--- src/rtl/pipe_pkg.sv ---
// Shared types and constants for the 5-stage pipeline hazard controller.
package pipe_pkg;

  localparam int unsigned REG_W = 3;
  localparam logic [REG_W-1:0] REG_ZERO = '0;

  typedef enum logic [1:0] {
    StRun     = 2'd0,
    StStall   = 2'd1,
    StMemWait = 2'd2,
    StFlush   = 2'd3
  } pipe_state_e;

  typedef logic [1:0] fwd_sel_t;

  localparam fwd_sel_t FWD_RF  = 2'b00;
  localparam fwd_sel_t FWD_MEM = 2'b10;
  localparam fwd_sel_t FWD_WB  = 2'b01;

  // True when a used source register is produced by a writing stage; r0 never hazards.
  function automatic logic src_hit(logic uses, logic [REG_W-1:0] src, logic wr,
                                   logic [REG_W-1:0] dest);
    return uses && wr && (src != REG_ZERO) && (src == dest);
  endfunction

endpackage

--- src/rtl/pipe_hazard_ctrl_if.sv ---
// Datapath <-> hazard controller bundle. master = pipeline datapath, slave = controller.
interface pipe_hazard_ctrl_if #(
  parameter int unsigned CNT_W = 16
);
  import pipe_pkg::*;

  logic [REG_W-1:0] id_rs, id_rt;
  logic             id_uses_rs, id_uses_rt;
  logic [REG_W-1:0] ex_dest;
  logic             ex_reg_write, ex_mem_read;
  logic [REG_W-1:0] ex_rs, ex_rt;
  logic [REG_W-1:0] mem_dest;
  logic             mem_reg_write, mem_access;
  logic [REG_W-1:0] wb_dest;
  logic             wb_reg_write;
  logic             branch_taken, dmem_ready;

  logic             pc_write, if_id_write;
  logic             if_id_flush, id_ex_bubble, ex_mem_flush;
  logic             id_ex_hold, ex_mem_hold;
  fwd_sel_t         fwd_a, fwd_b;
  logic [CNT_W-1:0] stall_cnt, flush_cnt;

  modport master (
    output id_rs, id_rt, id_uses_rs, id_uses_rt, ex_dest, ex_reg_write, ex_mem_read,
           ex_rs, ex_rt, mem_dest, mem_reg_write, mem_access, wb_dest, wb_reg_write,
           branch_taken, dmem_ready,
    input  pc_write, if_id_write, if_id_flush, id_ex_bubble, ex_mem_flush,
           id_ex_hold, ex_mem_hold, fwd_a, fwd_b, stall_cnt, flush_cnt
  );

  modport slave (
    input  id_rs, id_rt, id_uses_rs, id_uses_rt, ex_dest, ex_reg_write, ex_mem_read,
           ex_rs, ex_rt, mem_dest, mem_reg_write, mem_access, wb_dest, wb_reg_write,
           branch_taken, dmem_ready,
    output pc_write, if_id_write, if_id_flush, id_ex_bubble, ex_mem_flush,
           id_ex_hold, ex_mem_hold, fwd_a, fwd_b, stall_cnt, flush_cnt
  );

endinterface

--- src/rtl/pipe_fwd_unit.sv ---
// ALU operand forwarding compare for one EX source; EX/MEM wins over MEM/WB.
module pipe_fwd_unit
  import pipe_pkg::*;
(
  input  logic [REG_W-1:0] ex_src,
  input  logic [REG_W-1:0] mem_dest,
  input  logic             mem_reg_write,
  input  logic [REG_W-1:0] wb_dest,
  input  logic             wb_reg_write,
  output fwd_sel_t         fwd
);

  always_comb begin
    fwd = FWD_RF;
    if (src_hit(1'b1, ex_src, mem_reg_write, mem_dest)) begin
      fwd = FWD_MEM;
    end else if (src_hit(1'b1, ex_src, wb_reg_write, wb_dest)) begin
      fwd = FWD_WB;
    end
  end

endmodule

--- src/rtl/pipe_hazard_ctrl.sv ---
// Hazard/sequencing controller: stalls, branch squash, dmem freeze, event counters.
// Optional operand forwarding is enabled with the PIPE_FORWARDING_EN macro.
module pipe_hazard_ctrl
  import pipe_pkg::*;
#(
  parameter int unsigned CNT_W = 16
) (
  input logic              clk,
  input logic              rst,
  pipe_hazard_ctrl_if.slave bus
);

  localparam logic [CNT_W-1:0] CntMax = '1;

  pipe_state_e      state_q, state_d;
  logic [CNT_W-1:0] stall_cnt_q, flush_cnt_q;
  logic             memwait, hazard;

  assign memwait = bus.mem_access & ~bus.dmem_ready;

`ifdef PIPE_FORWARDING_EN
  fwd_sel_t fwd_a_raw, fwd_b_raw;

  // Only a load in EX cannot be forwarded in time.
  assign hazard = bus.ex_mem_read &
                  (src_hit(bus.id_uses_rs, bus.id_rs, bus.ex_reg_write, bus.ex_dest) |
                   src_hit(bus.id_uses_rt, bus.id_rt, bus.ex_reg_write, bus.ex_dest));

  pipe_fwd_unit u_fwd_a (
    .ex_src        (bus.ex_rs),
    .mem_dest      (bus.mem_dest),
    .mem_reg_write (bus.mem_reg_write),
    .wb_dest       (bus.wb_dest),
    .wb_reg_write  (bus.wb_reg_write),
    .fwd           (fwd_a_raw)
  );

  pipe_fwd_unit u_fwd_b (
    .ex_src        (bus.ex_rt),
    .mem_dest      (bus.mem_dest),
    .mem_reg_write (bus.mem_reg_write),
    .wb_dest       (bus.wb_dest),
    .wb_reg_write  (bus.wb_reg_write),
    .fwd           (fwd_b_raw)
  );

  assign bus.fwd_a = rst ? FWD_RF : fwd_a_raw;
  assign bus.fwd_b = rst ? FWD_RF : fwd_b_raw;
`else
  logic unused_fwd_inputs;

  assign hazard = src_hit(bus.id_uses_rs, bus.id_rs, bus.ex_reg_write, bus.ex_dest)   |
                  src_hit(bus.id_uses_rs, bus.id_rs, bus.mem_reg_write, bus.mem_dest) |
                  src_hit(bus.id_uses_rt, bus.id_rt, bus.ex_reg_write, bus.ex_dest)   |
                  src_hit(bus.id_uses_rt, bus.id_rt, bus.mem_reg_write, bus.mem_dest);

  assign unused_fwd_inputs = ^{bus.ex_rs, bus.ex_rt, bus.wb_dest, bus.wb_reg_write,
                               bus.ex_mem_read};
  assign bus.fwd_a = FWD_RF;
  assign bus.fwd_b = FWD_RF;
`endif

  always_comb begin
    state_d = StRun;
    if (memwait) begin
      state_d = StMemWait;
    end else if (bus.branch_taken) begin
      state_d = StFlush;
    end else if (hazard) begin
      state_d = StStall;
    end
  end

  always_comb begin
    bus.pc_write     = 1'b0;
    bus.if_id_write  = 1'b0;
    bus.if_id_flush  = 1'b0;
    bus.id_ex_bubble = 1'b0;
    bus.ex_mem_flush = 1'b0;
    bus.id_ex_hold   = 1'b0;
    bus.ex_mem_hold  = 1'b0;
    if (rst) begin
      bus.if_id_flush  = 1'b1;
      bus.id_ex_bubble = 1'b1;
      bus.ex_mem_flush = 1'b1;
    end else begin
      unique case (state_d)
        StRun: begin
          bus.pc_write    = 1'b1;
          bus.if_id_write = 1'b1;
        end
        StStall: begin
          bus.id_ex_bubble = 1'b1;
        end
        StMemWait: begin
          bus.id_ex_hold  = 1'b1;
          bus.ex_mem_hold = 1'b1;
        end
        StFlush: begin
          bus.pc_write     = 1'b1;
          bus.if_id_flush  = 1'b1;
          bus.id_ex_bubble = 1'b1;
          bus.ex_mem_flush = 1'b1;
        end
        default: ;
      endcase
    end
  end

  always_ff @(posedge clk) begin
    if (rst) begin
      state_q     <= StRun;
      stall_cnt_q <= '0;
      flush_cnt_q <= '0;
    end else begin
      state_q <= state_d;
      if (state_d == StStall && stall_cnt_q != CntMax) begin
        stall_cnt_q <= stall_cnt_q + CNT_W'(1);
      end
      if (state_d == StFlush && flush_cnt_q != CntMax) begin
        flush_cnt_q <= flush_cnt_q + CNT_W'(1);
      end
    end
  end

  assign bus.stall_cnt = stall_cnt_q;
  assign bus.flush_cnt = flush_cnt_q;

  // Entering STALL/FLUSH always bumps (or keeps saturated) its counter.
  stall_cnt_live: assert property (@(posedge clk) disable iff (rst)
    (state_q == StStall) |-> (stall_cnt_q != '0));
  flush_cnt_live: assert property (@(posedge clk) disable iff (rst)
    (state_q == StFlush) |-> (flush_cnt_q != '0));

endmodule
--- src/flat_wrapper.sv ---
// flat-port wrapper written by rule: the top's interface ports become plain ports
module pipe_hazard_ctrl_flat import pipe_pkg::*;
#(
  parameter int unsigned CNT_W = 16
)
  (clk, rst, bus_id_rs, bus_id_rt, bus_id_uses_rs, bus_id_uses_rt, bus_ex_dest, bus_ex_reg_write, bus_ex_mem_read, bus_ex_rs, bus_ex_rt, bus_mem_dest, bus_mem_reg_write, bus_mem_access, bus_wb_dest, bus_wb_reg_write, bus_branch_taken, bus_dmem_ready, bus_pc_write, bus_if_id_write, bus_if_id_flush, bus_id_ex_bubble, bus_ex_mem_flush, bus_id_ex_hold, bus_ex_mem_hold, bus_fwd_a, bus_fwd_b, bus_stall_cnt, bus_flush_cnt);
  pipe_hazard_ctrl_if #(.CNT_W(CNT_W)) bus_i ();
  input logic clk;
  input logic rst;
  input wire logic [$bits(bus_i.id_rs)-1:0] bus_id_rs;
  input wire logic [$bits(bus_i.id_rt)-1:0] bus_id_rt;
  input wire logic [$bits(bus_i.id_uses_rs)-1:0] bus_id_uses_rs;
  input wire logic [$bits(bus_i.id_uses_rt)-1:0] bus_id_uses_rt;
  input wire logic [$bits(bus_i.ex_dest)-1:0] bus_ex_dest;
  input wire logic [$bits(bus_i.ex_reg_write)-1:0] bus_ex_reg_write;
  input wire logic [$bits(bus_i.ex_mem_read)-1:0] bus_ex_mem_read;
  input wire logic [$bits(bus_i.ex_rs)-1:0] bus_ex_rs;
  input wire logic [$bits(bus_i.ex_rt)-1:0] bus_ex_rt;
  input wire logic [$bits(bus_i.mem_dest)-1:0] bus_mem_dest;
  input wire logic [$bits(bus_i.mem_reg_write)-1:0] bus_mem_reg_write;
  input wire logic [$bits(bus_i.mem_access)-1:0] bus_mem_access;
  input wire logic [$bits(bus_i.wb_dest)-1:0] bus_wb_dest;
  input wire logic [$bits(bus_i.wb_reg_write)-1:0] bus_wb_reg_write;
  input wire logic [$bits(bus_i.branch_taken)-1:0] bus_branch_taken;
  input wire logic [$bits(bus_i.dmem_ready)-1:0] bus_dmem_ready;
  output wire logic [$bits(bus_i.pc_write)-1:0] bus_pc_write;
  output wire logic [$bits(bus_i.if_id_write)-1:0] bus_if_id_write;
  output wire logic [$bits(bus_i.if_id_flush)-1:0] bus_if_id_flush;
  output wire logic [$bits(bus_i.id_ex_bubble)-1:0] bus_id_ex_bubble;
  output wire logic [$bits(bus_i.ex_mem_flush)-1:0] bus_ex_mem_flush;
  output wire logic [$bits(bus_i.id_ex_hold)-1:0] bus_id_ex_hold;
  output wire logic [$bits(bus_i.ex_mem_hold)-1:0] bus_ex_mem_hold;
  output wire logic [$bits(bus_i.fwd_a)-1:0] bus_fwd_a;
  output wire logic [$bits(bus_i.fwd_b)-1:0] bus_fwd_b;
  output wire logic [$bits(bus_i.stall_cnt)-1:0] bus_stall_cnt;
  output wire logic [$bits(bus_i.flush_cnt)-1:0] bus_flush_cnt;
  assign bus_i.id_rs = bus_id_rs;
  assign bus_i.id_rt = bus_id_rt;
  assign bus_i.id_uses_rs = bus_id_uses_rs;
  assign bus_i.id_uses_rt = bus_id_uses_rt;
  assign bus_i.ex_dest = bus_ex_dest;
  assign bus_i.ex_reg_write = bus_ex_reg_write;
  assign bus_i.ex_mem_read = bus_ex_mem_read;
  assign bus_i.ex_rs = bus_ex_rs;
  assign bus_i.ex_rt = bus_ex_rt;
  assign bus_i.mem_dest = bus_mem_dest;
  assign bus_i.mem_reg_write = bus_mem_reg_write;
  assign bus_i.mem_access = bus_mem_access;
  assign bus_i.wb_dest = bus_wb_dest;
  assign bus_i.wb_reg_write = bus_wb_reg_write;
  assign bus_i.branch_taken = bus_branch_taken;
  assign bus_i.dmem_ready = bus_dmem_ready;
  assign bus_pc_write = bus_i.pc_write;
  assign bus_if_id_write = bus_i.if_id_write;
  assign bus_if_id_flush = bus_i.if_id_flush;
  assign bus_id_ex_bubble = bus_i.id_ex_bubble;
  assign bus_ex_mem_flush = bus_i.ex_mem_flush;
  assign bus_id_ex_hold = bus_i.id_ex_hold;
  assign bus_ex_mem_hold = bus_i.ex_mem_hold;
  assign bus_fwd_a = bus_i.fwd_a;
  assign bus_fwd_b = bus_i.fwd_b;
  assign bus_stall_cnt = bus_i.stall_cnt;
  assign bus_flush_cnt = bus_i.flush_cnt;
  pipe_hazard_ctrl #(.CNT_W(CNT_W)) u_core (.clk(clk), .rst(rst), .bus(bus_i));
endmodule
--- config.mk ---
export PLATFORM = sky130hd
export DESIGN_NAME = pipe_hazard_ctrl_flat
export DESIGN_NICKNAME = d
export VERILOG_FILES = /design/src/rtl/pipe_pkg.sv /design/src/rtl/pipe_hazard_ctrl_if.sv /design/src/rtl/pipe_fwd_unit.sv /design/src/rtl/pipe_hazard_ctrl.sv /design/src/flat_wrapper.sv
export SDC_FILE = /design/constraint.sdc
export NUM_CORES = 1
export LEC_CHECK = 0
export CAP_MARGIN = 10
export CORE_UTILIZATION = 40
export DETAILED_ROUTE_END_ITERATION = 6
export GPL_ROUTABILITY_DRIVEN = 0
export PLACE_DENSITY = 0.77
export SYNTH_ARGS = -nofsm -noshare
export SYNTH_HDL_FRONTEND = slang
export SYNTH_SLANG_ARGS = --single-unit
--- constraint.sdc ---
create_clock -name clk -period 2.6 [get_ports clk]
set_input_delay 0.52 -clock clk [delete_from_list [all_inputs] [get_ports clk]]
set_output_delay 0.52 -clock clk [all_outputs]
set_load 0.05 [all_outputs]
# Yosys cells after proc, flatten, opt, wreduce, memory -nomap -nowiden
# Cells that the tools add are included.
# word_totals
regBits	32
word_cells	50
n_memories	0
output_inout_bits	43
rom_bits	0
latch_bits	0
ram_bits	0
# classes
addsub	2
div	0
n_reduce_logical	19
n_eq_ne	9
n_lt_le_gt_ge	0
shift	0
mul	0
bitwise_logic	5
muxes	13
# ops
operator	count
$add A16 B1 Y16 const B	2
$ne A16 B16 Y1 const B	2
$logic_and A1 B1 Y1	14
$eq A3 B3 Y1	4
$mux W1	11
$reduce_bool A3 Y1	2
$eq A2 B2 Y1 const B	2
$mux W2	2
$reduce_or A2 Y1	2
$or A1 B1 Y1	3
$eq A2 B1 Y1 const B	1
$logic_not A2 Y1	1
$and A1 B1 Y1	1
$not A1 Y1	1

# Logic depth before layout (Yosys ltp)
# Gate-level depths: netlist of the first run.
# depth
ltp_word	13
ltp_mapped	10
mapped_depth_nobuf	9

# Worst setup path after synthesis of the first run
# No wires, ideal clock.
# synth_path
path_kind	input to output
startpoint	input port bus_id_rt[1]
endpoint	output port bus_id_ex_hold
stages	8
n_path_buf	1
slack_ns	-0.412
t_arrival_ns	2.492
path_cell_list	o31ai_1 nor3_1 a31oi_1 a31oi_1 inv_1 ha_1 nor2b_1 buf_4
# synth_via
elab_chain_cells	11
# synth_rtl
item	line	text
from (decl)	flat_wrapper.sv:11	input wire logic [$bits(bus_i.id_rt)-1:0] bus_id_rt;
$reduce_bool A3 Y1	pipe_pkg.sv:23	return uses && wr && (src != REG_ZERO) && (src == dest);
$logic_and A1 B1 Y1 (2 in a row)	pipe_pkg.sv:23	
$or A1 B1 Y1	pipe_hazard_ctrl.sv:53	src_hit(bus.id_uses_rs, bus.id_rs, bus.mem_reg_write, bus.mem_dest) |
$or A1 B1 Y1 (*)	pipe_hazard_ctrl.sv:54	src_hit(bus.id_uses_rt, bus.id_rt, bus.ex_reg_write, bus.ex_dest) |
$mux W1 (*)	pipe_hazard_ctrl.sv:69	end else if (hazard) begin
$mux W2 (*)	pipe_hazard_ctrl.sv:67	end else if (bus.branch_taken) begin
$mux W2 (*)	pipe_hazard_ctrl.sv:65	if (memwait) begin
$eq A2 B2 Y1 (*)	--	
$mux W1 (*) (2 in a row)	--	
to (decl)	flat_wrapper.sv:31	output wire logic [$bits(bus_i.id_ex_hold)-1:0] bus_id_ex_hold;
# Mark *: on every way between the ends. The rest lies on a longest branch, timed or not.

# Final worst setup path of the first run
# layout_path
startpoint	input port bus_id_rt[1]
endpoint	output port bus_pc_write
# layout_via
elab_chain_cells	12
# layout_rtl
item	line	text
$reduce_bool A3 Y1	pipe_pkg.sv:23	
$logic_and A1 B1 Y1 (2 in a row)	pipe_pkg.sv:23	
$or A1 B1 Y1	pipe_hazard_ctrl.sv:53	
$or A1 B1 Y1 (*)	pipe_hazard_ctrl.sv:54	
$mux W1 (*)	pipe_hazard_ctrl.sv:69	
$mux W2 (*)	pipe_hazard_ctrl.sv:67	
$mux W2 (*)	pipe_hazard_ctrl.sv:65	
$eq A2 B2 Y1 or $logic_not A2 Y1 (tied branches)	pipe_hazard_ctrl.sv:87	unique case (state_d)
$reduce_or A2 Y1 (no line) (*)	--	
$mux W1 (*)	pipe_hazard_ctrl.sv:87	
$mux W1 (*)	pipe_hazard_ctrl.sv:82	if (rst) begin
to (decl)	flat_wrapper.sv:26	output wire logic [$bits(bus_i.pc_write)-1:0] bus_pc_write;
# Marks and branches as above.

==> results of run 1 <==
-- per-layer routing --
layer  share of wire  global-route usage  wire [µm]  vias up
li1                -                   -          -      914
met1            0.44               0.214       2010      842
met2            0.49               0.279       2230       49
met3           0.046              0.0352        211        9
met4           0.020              0.0741         91        0
met5               0                   0          0        -
-- logic make-up after synthesis --
kind of cell,synth area share
mux,0.0154
flops,0.329
buf+inv,0.0572
compound gates,0.144
xor+xnor,0.153
fa+ha+maj,0.0385
other cells,0.00192
simple gates,0.261
-- cells in the mapped netlist, drive strengths merged, types with 5 or more instances --
master,n,area share
a211oi,5,0.024
a21oi,11,0.028
and3,5,0.021
and4,6,0.030
buf,10,0.038
clkbuf,5,0.0096
dfxtp,32,0.33
ha,6,0.039
inv,5,0.0096
nand2,12,0.023
nand3,13,0.046
nand4,7,0.022
nor2,29,0.056
o21ai,6,0.015
or3,5,0.016
xnor2,22,0.099
xor2,12,0.054
-- layout make-up --
cell class                      instances  area, µm²  share of cell area
Tap cell                               54       67.6              0.0234
Sequential cell                        32        641               0.222
Inverter                                5       18.8             0.00650
Multi-Input combinational cell        173       1330               0.461
Clock buffer                            8       90.1              0.0312
Timing Repair Buffer                   74        737               0.255
-- critical path, cell delays in order --
cell and delay [ps]:
sky130_fd_sc_hd__buf_8 110, sky130_fd_sc_hd__xor2_2 170, sky130_fd_sc_hd__nor4_2 290, sky130_fd_sc_hd__o21ai_1 150, sky130_fd_sc_hd__a31oi_4 240, sky130_fd_sc_hd__inv_2 90, sky130_fd_sc_hd__ha_4 260, sky130_fd_sc_hd__nor2b_4 150
sky130_fd_sc_hd__buf_12 150
-- power groups by stage --
| stage | clock (W) | sequential [W] | combinational [W] |
|---|---|---|---|
| after floorplan | 0 | 0.000527 | 0.000111 |
| after global placement | 0 | 0.000512 | 0.000219 |
| after detailed placement | 0 | 0.000512 | 0.000221 |
| after CTS | 0.000404 | 0.000501 | 0.000225 |
| after global routing | 0.000420 | 0.000502 | 0.000266 |
| final | 0.000390 | 0.000501 | 0.000252 |
-- repair_timing --
| action | 4_1_cts | 5_1_grt |
|---|---|---|
| pin swaps | 9 | 10 |
| gates resized for setup | 59 | 23 |
| setup buffers | 2 | 1 |
| gates cloned | 0 | 0 |
| setup endpoints to repair | 33 | 8 |
-- sequential cells by signal, indices dropped and copies added (netlist names) --
name / flops
u_core.bus.stall_cnt: 16
u_core.bus.flush_cnt: 16
-- per-stage QoR --
stage,hold slack (ps),total power (W)
3_3_place_gp,495,0.000731
6_report,529,0.00114
3_5_place_dp,507,0.000733
5_1_grt,568,0.00119
2_1_floorplan,719,0.000638
4_1_cts,525,0.00113
-- final timing paths --
| check | from | endpoint | slack [ps] | cells past startpoint |
|---|---|---|---|---|
| worst min register to register | u_core.bus.flush_cnt[7] | u_core.bus.flush_cnt[7] | 530 | 2 |
| worst max-delay path | bus_id_rt[1] | bus_pc_write | -60 | 9 |
| worst max register to register | u_core.bus.flush_cnt[0] | u_core.bus.flush_cnt[1] | 520 | 6 |
| worst min-delay path | u_core.bus.flush_cnt[7] | u_core.bus.flush_cnt[7] | 530 | 2 |
==> metrics list, run 1 <==
* Outcome: finished with violations
- The checks that failed: design-rule violations, negative setup slack.
* Share of total power in combinational logic: 0.220
- Counting the buffers created by CTS gives 5.
* Global routing usage summed across all routing layers: 0.169
- Ys flop type: sky130_fd_sc_hd__dfxtp_1
- Sw Ratio: 0.280
- The tool flagged a number of max-cap violations equal to 0.
- For this run, the number of Yosys warnings is 0.
- In the post-route analysis, the smallest setup slack over all paths is -58.1 ps.
- Kind of path behind the tightest hold check: reg -> reg
- Clock edge transition at the registers on the reported setup and hold paths: ~60 ps
* Bufs on Longest Clock Path: 2
- The number of antenna diodes in the final layout is 0.
- The share of the Yosys chip area taken by registers is 0.329.
- Die outline area: between 5000 and 6000 µm²
* Arrival @ worst endpoint: 2140 ps
- The first routing iteration left 69 violations.
* Number of rows in the core area: 25
* Length of the first detailed-routing pass in iterations: 6
* Max Clock Skew: around 5.2 ps
* Gate count after technology mapping: between 200 and 250
- After detailed routing, the number of remaining DRC violations is 2.
- Fin crit share: 1.02
- The count of final max-slew check failures came to 0.
* Avg Inst Size Synth: between 8 and 9 µm²
- Compared with the post-synthesis result, the final layout area differs by 48.1%.
* Flop pwr share: 0.438
- Summed over all cells, the static leakage comes to between 0.9 and 1 nW.
* Internal power consumption: 0.000823 W
* Cts-stage hold buffer count: 0
* Distinct cell type count of the synthesized netlist: 39
* Endpoint type of the worst setup path: primary output
- STA classifies the critical path startpoint as an input port.
* WL per Instance: approximately 13 µm
- During I/O placement, the number of pins put on the boundary was 75.
* HPWL after detailed placement: between 3000 and 4000 µm
* Worst slew slack as a fraction of its limit: 0.475
- The first global-routing pass estimated between 7000 and 8000 µm of wire.
- Overall via count from detail_route: between 1500 and 2000
- Vias in the first global route: 1600
* Leading cell type in the layout, fill and taps excluded: sky130_fd_sc_hd__clkdlybuf4s50_1
- CTS tree: done
- Overall overflow remaining after global route: 0
* Area of the core: 4690 µm²
- Of the cells placed in the final design, the portion with a size suffix greater than 1 is 0.247.
- The analysis attributes to net switching a power of ~0.00032 W.
- Data required time at the worst endpoint: 2080 ps
- Most frequent cells in the layout: sky130_fd_sc_hd__clkdlybuf4s50_1 (38), sky130_fd_sc_hd__dfxtp_1 (32), sky130_fd_sc_hd__nor2_1 (29)
- Pwr Density: between 300 and 400 nW/µm²
- Total placed instance area: roughly 2700 µm²
- Worst supply voltage drop on vdd: about 0.24 mV
- The count of endpoints failing hold in the final timing report is 0.
* Detailed-route vias per instance: roughly 5.2
* Clock latency on the worst-skew pair: approximately 280 ps
* Min cycle time layout: about 2700 ps
- Actual transition at the worst max-transition pin: roughly 800 ps
- Largest net degree at the start of global routing: 17
* Cell count after placement: around 340
- Share of flip-flops with an asynchronous set or reset: 0
- Final standard cell area without fillers: around 2900 µm²
* Worst setup path category: in -> out
- Maximum clock rate: between 300 and 400 MHz
* Filler cells: about 420
- After the flow finishes, the layout carries non-filler instances totaling about 350.
- Synth Register Bits: 32
- In this run the cell area of the synthesized design comes to 1950 µm².
- Setup repair after global routing missed its margin: true
- In this run the clock root is driven by a sky130_fd_sc_hd__clkbuf_8.
- In this run the number of H-tree levels came out at 2.
- Measured on the finished design, the core utilization comes to 0.615.
- Floorplan die width: ~72 µm
- Number of nets in the final layout: about 330
- Input and output buffers added on the ports amount to 59.
- CP max FO: 3
- Timing analysis after detailed placement gives a worst setup slack of -533 ps.
- Routed Wire Length: 4550 µm
- Initial antenna violation count: 0
* Number of nets with antenna violations after detailed routing: 0
- Vertical die dimension: between 70 and 80 µm
- In this run, synthesis inferred 0 flip-flops with an integrated enable.
- # clock sinks: 32
- Clock network fraction of total power: 0.341
- Sum of negative setup slack: -81.0 ps
* Starting utilization of the core area: 0.415
* Number of endpoints failing setup at the final stage: 2
No activity file was read; power rests on OpenSTA's default activity.
==> run 2, diff against run 1 <==
--- a/config.mk
+++ b/config.mk
@@ -6,10 +6,11 @@
 export NUM_CORES = 1
 export LEC_CHECK = 0
 export CAP_MARGIN = 10
+export CORE_ASPECT_RATIO = 1.1
 export CORE_UTILIZATION = 40
 export DETAILED_ROUTE_END_ITERATION = 6
 export GPL_ROUTABILITY_DRIVEN = 0
-export PLACE_DENSITY = 0.77
+export PLACE_DENSITY_LB_ADDON = 0.08
 export SYNTH_ARGS = -nofsm -noshare
 export SYNTH_HDL_FRONTEND = slang
 export SYNTH_SLANG_ARGS = --single-unit
==> run 2 against run 1 <==
Net effect: the flow now finishes without violations; critical path type unchanged; via count fell by 2.8%; sequential share of layout area rose by 0.16 points; clock power rose by 22%; sequential power barely moved; global-route usage rose by 2.0 points; non-clock buffer count fell by 3; register-to-register slack improved by 80 ps; final cell count fell by 0.29%; highest routed layer unchanged; largest power group unchanged; first-iteration DRC count rose by 25%; worst hold slack got worse by 16 ps.
==> metrics list, run 2 (synthesis results as in run 1) <==
- Outcome: finished clean (was finished with violations).
- The starting utilization of the core area is 0.419 (was 0.415).
- The final critical-path setup slack came to 10.6 ps (was -58.1 ps).
- The core area was 4650 µm² (was 4690 µm²).
- # IOs: 75 (unchanged)
- Number of diodes added for antenna fixing: 0 (unchanged)
- The source-to-sink clock delay at the later pin of the worst-skew pair is 280 ps (about the same).
* Initial antenna violation count: 0 (unchanged)
- Overall via count from detail_route: 1763 (was 1814)
- The summed negative setup slack over all endpoints was 0 ps (was -81.0 ps).
- # Max-Cap Violations: 0 (unchanged)
* Leading cell type in the layout, fill and taps excluded: sky130_fd_sc_hd__clkdlybuf4s50_1 (unchanged)
- Pwr Density: 424 nW/µm² (was 396 nW/µm²)
- Number of pins exceeding their max-slew limit in the final report: 0 (unchanged)
* Worst slew slack as a fraction of its limit: 0.522 (was 0.475)
- The kind of critical path is in -> out (unchanged).
* Area grow syn2layout: 47.1% (was 48.1%)
- The chip width came to 68.5 µm (was 71.8 µm).
* Worst supply voltage drop on vdd: 0.244 mV (was 0.235 mV)
* Global routing usage summed across all routing layers: 0.189 (was 0.169)
- Ratio of cells with drive above 1 in the final layout: 0.225 (was 0.247)
- The clock skew after layout is 3.56 ps (was 5.15 ps).
- Crit-path slowest cell: sky130_fd_sc_hd__clkdlybuf4s50_1 (was sky130_fd_sc_hd__nor4_2)
- The row count was 26 (was 25).
* Fin crit share: 0.996 (was 1.02)
* Setup repair after global routing missed its margin: true (unchanged)
* Most frequent cells in the layout: sky130_fd_sc_hd__clkdlybuf4s50_1 (38), sky130_fd_sc_hd__dfxtp_1 (32), sky130_fd_sc_hd__nor2_1 (29) (unchanged)
- The vias per cell came to 5.11 (was 5.24).
* Die outline area: 5150 µm² (about the same)
* Cts-stage hold buffer count: 0 (unchanged)
* Place WS: -536 ps (was -533 ps)
* Number of endpoints failing setup at the final stage: 0 (was 2)
- WL per Instance: 12.7 µm (was 13.1 µm)
- Bufs on Longest Clock Path: 2 (unchanged)
- Port buffer count: 59 (unchanged)
- The pin count of the biggest net entering global routing came to 20 (was 17).
* CP max FO: 5 (was 3)
- Cells traversed along the worst timing path: clkdlybuf4s50_1 -> nor2b_1 -> or2_2 -> ha_2 -> or2_4 -> buf_12 (was buf_8 -> xor2_2 -> nor4_2 -> o21ai_1 -> a31oi_4 -> inv_2 -> ha_4 -> nor2b_4 -> buf_12).
* Number of nets in the final layout: 326 (was 329)
* HPWL after detailed placement: 3250 µm (was 3160 µm)
- The critical path startpoint category was an input port (unchanged).
- The type of the worst min-delay path is reg -> reg (unchanged).
- The transition time at the pin with the least slew margin was 710 ps (was 778 ps).
- Longest individual stage delay on the worst path: 390 ps (was 290 ps)
* Maximum clock rate: 386 MHz (was 376 MHz)
* Data required time at the worst endpoint: 2080 ps (about the same)
- The leftover overflow at the end of global routing is 0 (unchanged).
- Length of the first detailed-routing pass in iterations: 4 (was 6)
- The total number of clock tree sinks came to 32 (unchanged).
- The cell at the root of the clock tree is sky130_fd_sc_hd__clkbuf_8 (unchanged).
- Routed Wire Length: 4380 µm (was 4550 µm)
- Arrival @ worst endpoint: 2070 ps (was 2140 ps)
* Final number of hold-violating endpoints: 0 (unchanged)
* First-pass GRT wire length: 7330 µm (was 7000 µm)
* Clock edge transition at the registers on the reported setup and hold paths: 70 ps (was 60 ps)
- The initial detailed-routing violation count is 86 (was 69).
- CTS tree: done (unchanged)
* Number of nets with antenna violations after detailed routing: 0 (unchanged)
- Vertical die dimension: 75.2 µm (was 71.8 µm)
- Top delay family on crit path: simple AND/OR/NAND/NOR gates (unchanged)
- Number of buffer and inverter stages on the critical path: 2 (was 3)
* Post-detailed-route DRC marker count: 0 (was 2)
* Number of H-tree branching levels: 2 (unchanged)
* Vias in the first global route: 1629 (was 1600)
- Leakage: 0.985 nW (was 0.994 nW)
- Endpoint type of the worst setup path: primary output (unchanged)
- Min cycle time layout: 2590 ps (was 2660 ps)
* Number of CTS-inserted buffers: 5 (unchanged)
[run 2: changes by cell type in the layout (fill, tap and decap cells not counted), sizes merged]
cell	before	now
buf	32	29
bufinv	0	1
clkdlybuf4s15	1	3
clkbuf	9	6
dlygate4sd2	2	1
clkinv	0	1
[run 2: per-layer routing]
layer,wire (µm),GRT usage,vias to the layer above
met5,0,0,-
met4,58,0.0694,0
met3,214,0.0530,7
met2,2090,0.309,46
met1,2020,0.234,808
li1,-,-,902
[run 2: tightest hold or removal path: cells and delay by family (launching register included)]
| family | cells | cell delay [ps] |
|---|---|---|
| flip-flops | 1 | 340 |
| AO/OA/AOI/OAI | 2 | 120 |
[run 2: power by group]
group / switching (W) / internal [W]
clock: 0.000192 / 0.000284
sequential: 0.00000609 / 0.000495
combinational: 0.000130 / 0.000107
[run 2: area by class of cell]
class / instances / area [µm²]
Multi-Input combinational cell: 173 / 1300
Tap cell: 56 / 70.1
Fill cell: 441 / 1790
Clock inverter: 2 / 35.0
Timing Repair Buffer: 71 / 726
Sequential cell: 32 / 641
Inverter: 5 / 18.8
Clock buffer: 6 / 72.6
[run 2: final timing paths]
check,slack (ps),endpoint,cells after the start,from
worst min register to register,510,u_core.bus.stall_cnt[15],2,u_core.bus.stall_cnt[15]
worst max-delay path,10,bus_if_id_flush,6,bus_mem_access
worst min-delay path,510,u_core.bus.stall_cnt[15],2,u_core.bus.stall_cnt[15]
worst max register to register,600,u_core.bus.flush_cnt[1],6,u_core.bus.flush_cnt[0]
[run 2: metrics by stage]
| stage | hold slack [ps] | cell area (µm²) | total power (W) | instances | utilization |
|---|---|---|---|---|---|
| after detailed placement | 508 | 2650 | 0.000730 | 336 | 0.570 |
| after floorplan | 719 | 1970 | 0.000638 | 225 | - |
| after global placement | 494 | 2650 | 0.000728 | 336 | 0.570 |
| after CTS | 516 | 2770 | 0.00121 | 345 | 0.595 |
| final | 512 | 2870 | 0.00121 | 345 | 0.616 |
| after global routing | 573 | 2870 | 0.00127 | 345 | 0.616 |
[run 2: repair_timing]
action | CTS | global route
gates cloned | 0 | 0
gates resized for setup | 60 | 19
pin swaps | 9 | 7
endpoints found under the setup margin | 32 | 6
buffers inserted | 1 | 0
==> run 3, diff against run 2 <==
--- a/config.mk
+++ b/config.mk
@@ -8,9 +8,11 @@
 export CAP_MARGIN = 10
 export CORE_ASPECT_RATIO = 1.1
 export CORE_UTILIZATION = 40
+export CTS_CLUSTER_DIAMETER = 120
 export DETAILED_ROUTE_END_ITERATION = 6
 export GPL_ROUTABILITY_DRIVEN = 0
 export PLACE_DENSITY_LB_ADDON = 0.08
+export SLEW_MARGIN = 20
 export SYNTH_ARGS = -nofsm -noshare
 export SYNTH_HDL_FRONTEND = slang
 export SYNTH_SLANG_ARGS = --single-unit
==> results of run 3 <==
No change in the layout: final DEF, timing and power equal those of run 2.
